File: src/rtl/decrypt_key_schedule.sv
// ---------------------------------------------------------------------------
// decrypt_key_schedule
//   Expands an AES-128 cipher key into its 11 round keys, one key per clock,
//   and then streams them to the decrypt round datapath in reverse order
//   (round 10 first, round 0 last). After round 0 the stream wraps back to
//   round 10, so the same schedule serves any number of blocks.
//
// Ports
//   clk        : sole clock, rising edge
//   rst        : asynchronous, active-high reset
//   key_in     : 128-bit cipher key, bits [127:120] = byte 0
//   key_load   : start expansion of key_in (sampled on the rising edge)
//   busy       : expansion in progress
//   keys_ready : all 11 round keys stored, streaming enabled
//   rk_out     : round key currently offered to the consumer
//   rk_valid   : rk_out holds a valid round key
//   rk_ready   : consumer accepts rk_out
//   rk_index   : round number of rk_out (10 down to 0)
//   rk_last    : rk_out is the round-0 key (final AddRoundKey)
// ---------------------------------------------------------------------------
module decrypt_key_schedule (
  input  logic         clk,
  input  logic         rst,
  input  logic [127:0] key_in,
  input  logic         key_load,
  output logic         busy,
  output logic         keys_ready,
  output logic [127:0] rk_out,
  output logic         rk_valid,
  input  logic         rk_ready,
  output logic [3:0]   rk_index,
  output logic         rk_last
);

  localparam logic [1:0] IDLE   = 2'd0;
  localparam logic [1:0] EXPAND = 2'd1;
  localparam logic [1:0] READY  = 2'd2;

  localparam logic [3:0] LAST_ROUND = 4'd10;

  logic [1:0]   state;
  logic [3:0]   round;
  logic [3:0]   ptr;
  logic [127:0] keyStore [0:10];

  logic [3:0]   prevIdx;
  logic [127:0] prevKey;
  logic [127:0] nextKey;
  logic [31:0]  rotW3;
  logic [31:0]  subW3;
  logic [31:0]  temp;
  logic [31:0]  w0New;
  logic [31:0]  w1New;
  logic [31:0]  w2New;
  logic [31:0]  w3New;
  logic         transfer;

  // Round constant for rounds 1..10; unused rounds map to zero.
  function automatic logic [7:0] rcon(input logic [3:0] r);
    logic [7:0] c;
    case (r)
      4'd1:    c = 8'h01;
      4'd2:    c = 8'h02;
      4'd3:    c = 8'h04;
      4'd4:    c = 8'h08;
      4'd5:    c = 8'h10;
      4'd6:    c = 8'h20;
      4'd7:    c = 8'h40;
      4'd8:    c = 8'h80;
      4'd9:    c = 8'h1b;
      4'd10:   c = 8'h36;
      default: c = 8'h00;
    endcase
    return c;
  endfunction

  // Next-key datapath: one full round key per cycle from the previous slot.
  assign prevIdx = round - 4'd1;
  assign prevKey = keyStore[prevIdx];
  assign rotW3   = {prevKey[23:0], prevKey[31:24]};

  for (genvar g = 0; g < 4; g++) begin : gSubWord
    aes_sbox uSbox (
      .inByte  (rotW3[8*g +: 8]),
      .outByte (subW3[8*g +: 8])
    );
  end

  assign temp    = subW3 ^ {rcon(round), 24'h0};
  assign w0New   = prevKey[127:96] ^ temp;
  assign w1New   = prevKey[95:64]  ^ w0New;
  assign w2New   = prevKey[63:32]  ^ w1New;
  assign w3New   = prevKey[31:0]   ^ w2New;
  assign nextKey = {w0New, w1New, w2New, w3New};

  assign transfer = (state == READY) && rk_ready;

  // Control: state, round counter and stream pointer.
  // key_load has priority over everything, including a simultaneous transfer.
  always_ff @(posedge clk or posedge rst) begin
    if (rst) begin
      state <= IDLE;
      round <= 4'd0;
      ptr   <= LAST_ROUND;
    end else if (key_load) begin
      state <= EXPAND;
      round <= 4'd1;
    end else begin
      case (state)
        EXPAND: begin
          round <= round + 4'd1;
          if (round == LAST_ROUND) begin
            state <= READY;
            ptr   <= LAST_ROUND;
          end
        end
        READY: begin
          if (transfer) begin
            ptr <= (ptr == 4'd0) ? LAST_ROUND : ptr - 4'd1;
          end
        end
        IDLE: ;
        default: state <= IDLE;
      endcase
    end
  end

  // Round-key store: data only, contents are meaningless until a load.
  always_ff @(posedge clk) begin
    if (key_load) begin
      keyStore[0] <= key_in;
    end else if (state == EXPAND) begin
      keyStore[round] <= nextKey;
    end
  end

  // Outputs decode directly from state so reset clears them immediately.
  // rk_out/rk_index are forced to zero outside READY to keep them free of X.
  assign busy       = (state == EXPAND);
  assign keys_ready = (state == READY);
  assign rk_valid   = (state == READY);
  assign rk_out     = rk_valid ? keyStore[ptr] : 128'h0;
  assign rk_index   = rk_valid ? ptr : 4'd0;
  assign rk_last    = rk_valid && (ptr == 4'd0);

endmodule

// ---------------------------------------------------------------------------
// aes_sbox
//   Forward AES S-box, purely combinational table lookup.
//
// Ports
//   inByte  : input byte
//   outByte : S-box substitution of inByte
// ---------------------------------------------------------------------------
module aes_sbox (
  input  logic [7:0] inByte,
  output logic [7:0] outByte
);

  // Entry 0 sits in the top byte; entry i lives at bits [8*(255-i) +: 8],
  // and 255-i is simply the bitwise inverse of i.
  localparam logic [2047:0] SBOX_TABLE = {
    128'h637c777bf26b6fc53001672bfed7ab76,
    128'hca82c97dfa5947f0add4a2af9ca472c0,
    128'hb7fd9326363ff7cc34a5e5f171d83115,
    128'h04c723c31896059a071280e2eb27b275,
    128'h09832c1a1b6e5aa0523bd6b329e32f84,
    128'h53d100ed20fcb15b6acbbe394a4c58cf,
    128'hd0efaafb434d338545f9027f503c9fa8,
    128'h51a3408f929d38f5bcb6da2110fff3d2,
    128'hcd0c13ec5f974417c4a77e3d645d1973,
    128'h60814fdc222a908846eeb814de5e0bdb,
    128'he0323a0a4906245cc2d3ac629195e479,
    128'he7c8376d8dd54ea96c56f4ea657aae08,
    128'hba78252e1ca6b4c6e8dd741f4bbd8b8a,
    128'h703eb5664803f60e613557b986c11d9e,
    128'he1f8981169d98e949b1e87e9ce5528df,
    128'h8ca1890dbfe6426841992d0fb054bb16
  };

  assign outByte = SBOX_TABLE[{~inByte, 3'b000} +: 8];

endmodule

File: config.mk
export PLATFORM = sky130hd
export DESIGN_NAME = decrypt_key_schedule
export DESIGN_NICKNAME = d
export VERILOG_FILES = /design/src/rtl/decrypt_key_schedule.sv
export SDC_FILE = /design/constraint.sdc
export NUM_CORES = 2
export LEC_CHECK = 0
export BUFFER_PORTS_ARGS = -buffer_cell sky130_fd_sc_hd__buf_2
export CORE_MARGIN = 2
export CORE_UTILIZATION = 60
export DETAILED_ROUTE_END_ITERATION = 10
export GPL_TIMING_DRIVEN = 0
export PLACE_DENSITY = 0.73
export SKIP_LAST_GASP = 1
export SYNTH_ARGS = -nofsm -noshare
export SYNTH_HDL_FRONTEND = slang
export SYNTH_SLANG_ARGS = --single-unit
File: constraint.sdc
create_clock -name clk -period 23.3 [get_ports clk]
set_input_delay 2.33 -clock clk [delete_from_list [all_inputs] [get_ports clk]]
set_output_delay 2.33 -clock clk [all_outputs]
set_load 0.1 [all_outputs]
==> impl_metrics.tcl, run 1 <==
set metrics [dict create \
    status "aborted with a tool error" \
    lastStage "5_1_grt" \
    first-error "[ERROR GRT-0116] Global routing finished with congestion. Check the congestion regions in the DRC Viewer." \
    grt_pass1_wl_um 831300 \
    overflow 361 \
    numCtsBuffers 132 \
    ys_ff_latch 1418 \
    cts.sinks 1418 \
    cts-root-buf "clkbuf_16" \
    hold_buffers 0 \
    grt_pass1_vias 95010 \
    yosys_warnings 0 \
    grt_max_degree 50 \
    yosysTopAreaCell "edfxtp_1" \
    ys_types 124 \
    htreeDepth 4 \
    cts_buffer_depth 3 \
    avgSynthCellArea_um2 12.31 \
    ioPinCount 268 \
    yosysSeqAreaShare_pct 50.48 \
    cts_setup_buffers 0 \
    initial_core_util_pct 60.39 \
    fp.dieW_um 378.8 \
    synth_edf_count 1408 \
    syn_inst 6846 \
    grt_usage_pct 83.28 \
    hpwl_um 336000 \
    syn_area_mm2 0.08427 \
    synth_flop_cell "edfxtp_1" \
    dieHeight_um 378.8 \
    port_buffers 266 \
    synth_top_area_share_pct 50.18 \
    ys_async_sr_fraction_pct 0.7052 \
    synth_nets 7042 \
    synth.area.top_cells "edfxtp_1 (50%), mux4_2 (13%), mux2i_1 (4.0%)" \
    post_cts_resized 0 \
    rows 137 \
    place_congestion 1.144 \
    pre_cts_ws_ps 11710 \
]
metal layers:
layer / track usage [%] / GRT overflow
met1: 82.73 / 35
met2: 93.24 / 142
met3: 76.58 / 29
met4: 79.15 / 145
met5: 60.03 / 10
stage by stage:
step	area [um2]	TNS (ps)	std cells	util, %
after detailed placement	90060	0	9149	64.55
after global placement	87940	-3362870	8988	63.03
after CTS	94450	0	9386	67.69
after floorplan	84270	0	6846	-
cell usage after synthesis, types with 22 or more instances:
cell and instances:
or3_1 27, buf_6 49, inv_1 28, o21ai_1 32, nand4_1 29, nor2_1 515
buf_4 65, mux2i_1 336, xnor2_1 116, a311oi_1 56, nand2_1 623, a221oi_1 28
buf_2 181, nor3_1 104, a21o_1 25, ha_1 64, nor2b_1 137, o21ai_0 271
clkbuf_1 252, o311ai_0 43, nor4_1 23, a211oi_1 378, a21oi_1 511, and2_1 22
mux4_2 491, and3_1 22, a31oi_1 116, edfxtp_1 1408, nand2b_1 25, o211ai_1 112
xor2_1 46, nand3_1 133, buf_1 86, o31ai_1 33
kinds of logic after synthesis:
family	synth area share (%)
XOR/XNOR	2.297
AO/OA/AOI/OAI	15.57
flip-flops	50.48
adder cells (fa/ha/maj)	0.9503
AND/OR/NAND/NOR	9.145
multiplexers	17.38
buffers and inverters	4.187
==> inputs of run 2 (changes only) <==
--- a/config.mk
+++ b/config.mk
@@ -7,10 +7,10 @@
 export LEC_CHECK = 0
 export BUFFER_PORTS_ARGS = -buffer_cell sky130_fd_sc_hd__buf_2
 export CORE_MARGIN = 2
-export CORE_UTILIZATION = 60
+export CORE_UTILIZATION = 40
 export DETAILED_ROUTE_END_ITERATION = 10
 export GPL_TIMING_DRIVEN = 0
-export PLACE_DENSITY = 0.73
+export PLACE_DENSITY_LB_ADDON = 0.15
 export SKIP_LAST_GASP = 1
 export SYNTH_ARGS = -nofsm -noshare
 export SYNTH_HDL_FRONTEND = slang
==> run 2 against run 1 <==
Against the previous run:
- the flow now finishes, with violations (capacitance limit, slew limit)
- synthesized cell count unchanged
- synthesized area did not move
==> impl_metrics.tcl, run 2 <==
set metrics [dict create \
    rows 168 \
    viasPerCell 7.217 \
    drive_gt1_share_pct 22.22 \
    setup_viol 0 \
    dr.pass1.iters 6 \
    critical_path.startpoint "round[0]" \
    port_buffers 266 \
    cts_buffer_depth 3 \
    drtIter0Drc 13060 \
    power_leakage_nw 33.87 \
    tightest_slew_ps 1605 \
    yosys_warnings 0 \
    cp_slowest_cell "xor2_1" \
    final_cell_mix "edfxtp_1 (1408), nand2_1 (623), nor2_1 (511)" \
    slew_headroom_pct -10.07 \
    timing.rr.start "round[0]" \
    path_max_fanout 13 \
    slew_violations 145 \
    critPathArrivalTime_ps 13840 \
    top_register "keyStore" \
    final_area_mm2 0.09726 \
    tritoncts "built" \
    hp-class "reg -> reg" \
    overflow 0 \
    status "complete, but fails checks" \
    power_density_mw_per_mm2 179.1 \
    grt_max_degree 39 \
    worst_setup_path_start_kind "flip-flop" \
    antenna_found_initial 47 \
    htreeDepth 4 \
    ys_ff_latch 1418 \
    min_period_ps 13420 \
    ys_types 124 \
    syn_inst 6846 \
    yosysSeqAreaShare_pct 50.48 \
    ys_async_sr_fraction_pct 0.7052 \
    fin_crit_sh_pct 57.59 \
    crit_family "buffers and inverters" \
    fmax_ghz 0.07453 \
    drt-total-wl_um 490700 \
    dieHeight_um 463.0 \
    synth_nets 7042 \
    worstSkewPairLatency_ps 890 \
    core_mm2 0.2096 \
    synth_flop_cell "edfxtp_1" \
    power_mw 17.42 \
    ioPinCount 268 \
    endpoint_kind "flip-flop" \
    post_cts_resized 0 \
    synth_top_area_share_pct 50.18 \
    hpwl_um 359200 \
    final_common_cell "edfxtp_1" \
    ir_drop_mv 0.1124 \
    synth.most_common_cell "edfxtp_1" \
    cts-root-buf "clkbuf_16" \
    ys_top_cells_by_count "edfxtp_1 (1408), nand2_1 (623), nor2_1 (515), a21oi_1 (511), mux4_2 (491)" \
    avgSynthCellArea_um2 12.31 \
    routedWlPerCell_um 46.92 \
    dpl_cell_area_mm2 0.09181 \
    cpMostUsedCell "buf_6" \
    critical_path_class "reg -> reg" \
    reg_top3 "keyStore: 1408 flops, ptr: 4 flops, round: 4 flops" \
    vias 75480 \
    grt_pass1_vias 70970 \
    worst-path-buf-inv 11 \
    cp_slowest_stage_delay_ps 1210 \
    nNetsFinal 7678 \
    worstHoldStart "round[1]" \
    fin_skew_ps 94.15 \
    synth_edf_count 1408 \
    max-cap-violations 19 \
    critical_path_required_ps 23730 \
    grt_usage_pct 44.50 \
    cts.sinks 1418 \
    synth.area.top_cells "edfxtp_1 (50%), mux4_2 (13%), mux2i_1 (4.0%)" \
    drc 0 \
    rsz0062_at_grt "no" \
    yosysTopAreaCell "edfxtp_1" \
    drtAntennaViolNets 0 \
    grt_pass1_wl_um 648000 \
    violations "capacitance limit, slew limit" \
    finalHoldViolations 0 \
    syn_area_mm2 0.08427 \
    cts_setup_buffers 0 \
    largest_reg_flops 1408 \
    syn2layout_area_growth_pct 15.42 \
    place_congestion 1.025 \
    clk_pin_slew_ps 60 \
    fp.dieW_um 463.0 \
    hold_buffers 0 \
    numCtsBuffers 161 \
    die_area_mm2 0.2144 \
    initial_core_util_pct 40.21 \
]
[run 2: cell counts after synthesis]
No cell type changed its count.
[run 2: worst register-to-register path: stages (launching register included)]
cell and delay (ps):
dfrtp_1 530, inv_1 140, clkbuf_1 700, buf_1 1170
ha_1 580, buf_6 260, buf_4 300, buf_6 230
buf_4 320, buf_6 250, mux2i_1 860, nor2_1 80
a21o_1 230, clkinv_1 200, buf_2 460, ha_1 310
clkbuf_1 710, o211ai_1 700, a21oi_1 410, a21oi_1 80
o311ai_0 480, nor4_1 140, a221oi_2 780, xor2_2 690
xor2_1 1220, xnor2_1 130, o21ai_1 1030
[run 2: final timing paths]
| kind | end | slack [ps] | depth (start not counted) |
|---|---|---|---|
| max in group asynchronous | ptr[3] | 21370 | 2 |
| min in group asynchronous | round[3] | 1530 | 2 |
| min reg2reg | round[2] | 780 | 3 |
| max | keyStore[0][1] | 9880 | 26 |
| max reg2reg | keyStore[0][1] | 9880 | 26 |
| min | round[2] | 780 | 3 |
[run 2: cell type report]
cell class,count,area [um2]
fill,19110,112300
sequential,1418,42530
multi-input combinational,4744,38530
clock buffer,196,4160
timing repair buffer,473,3761
tap,2805,3510
buffer,644,3411
clock inverter,101,1110
inverter,40,150.1
antenna,38,95.09
[run 2: power breakdown]
group	switching, mW	total [mW]	internal, mW
clock	1.15	2.58	1.43
sequential	0.136	4.15	4.01
combinational	7.96	10.7	2.74
[run 2: logic make-up after synthesis]
group	synth area share (%)
flip-flops	50.48
multiplexers	17.38
buffers and inverters	4.187
AND/OR/NAND/NOR	9.145
adder cells (fa/ha/maj)	0.9503
AO/OA/AOI/OAI	15.57
XOR/XNOR	2.297
[run 2: metal layers]
layer	wire [um]	GRT usage, %	up-vias	share of wire (%)
met2	211900	66.32	6791	43
li1	-	-	28550	-
met5	54	0	-	0.011
met4	45210	33.52	10	9.2
met3	59650	12.82	1606	12
met1	173900	54.80	38520	35
[run 2: metrics by stage]
step	utilization [%]	hold slack, ps	setup slack, ps	cells	setup TNS, ps
detailed placement	43.81	775.5	10490	10120	0
global placement	42.52	763.7	-14790	9917	-6544720
CTS	46.32	780.5	10420	10420	0
floorplan	-	575.2	6946	6846	0
global route	46.38	836.7	10430	10440	0
finish	46.41	784.9	9882	10460	0
No activity file was read; power rests on OpenSTA's default activity.
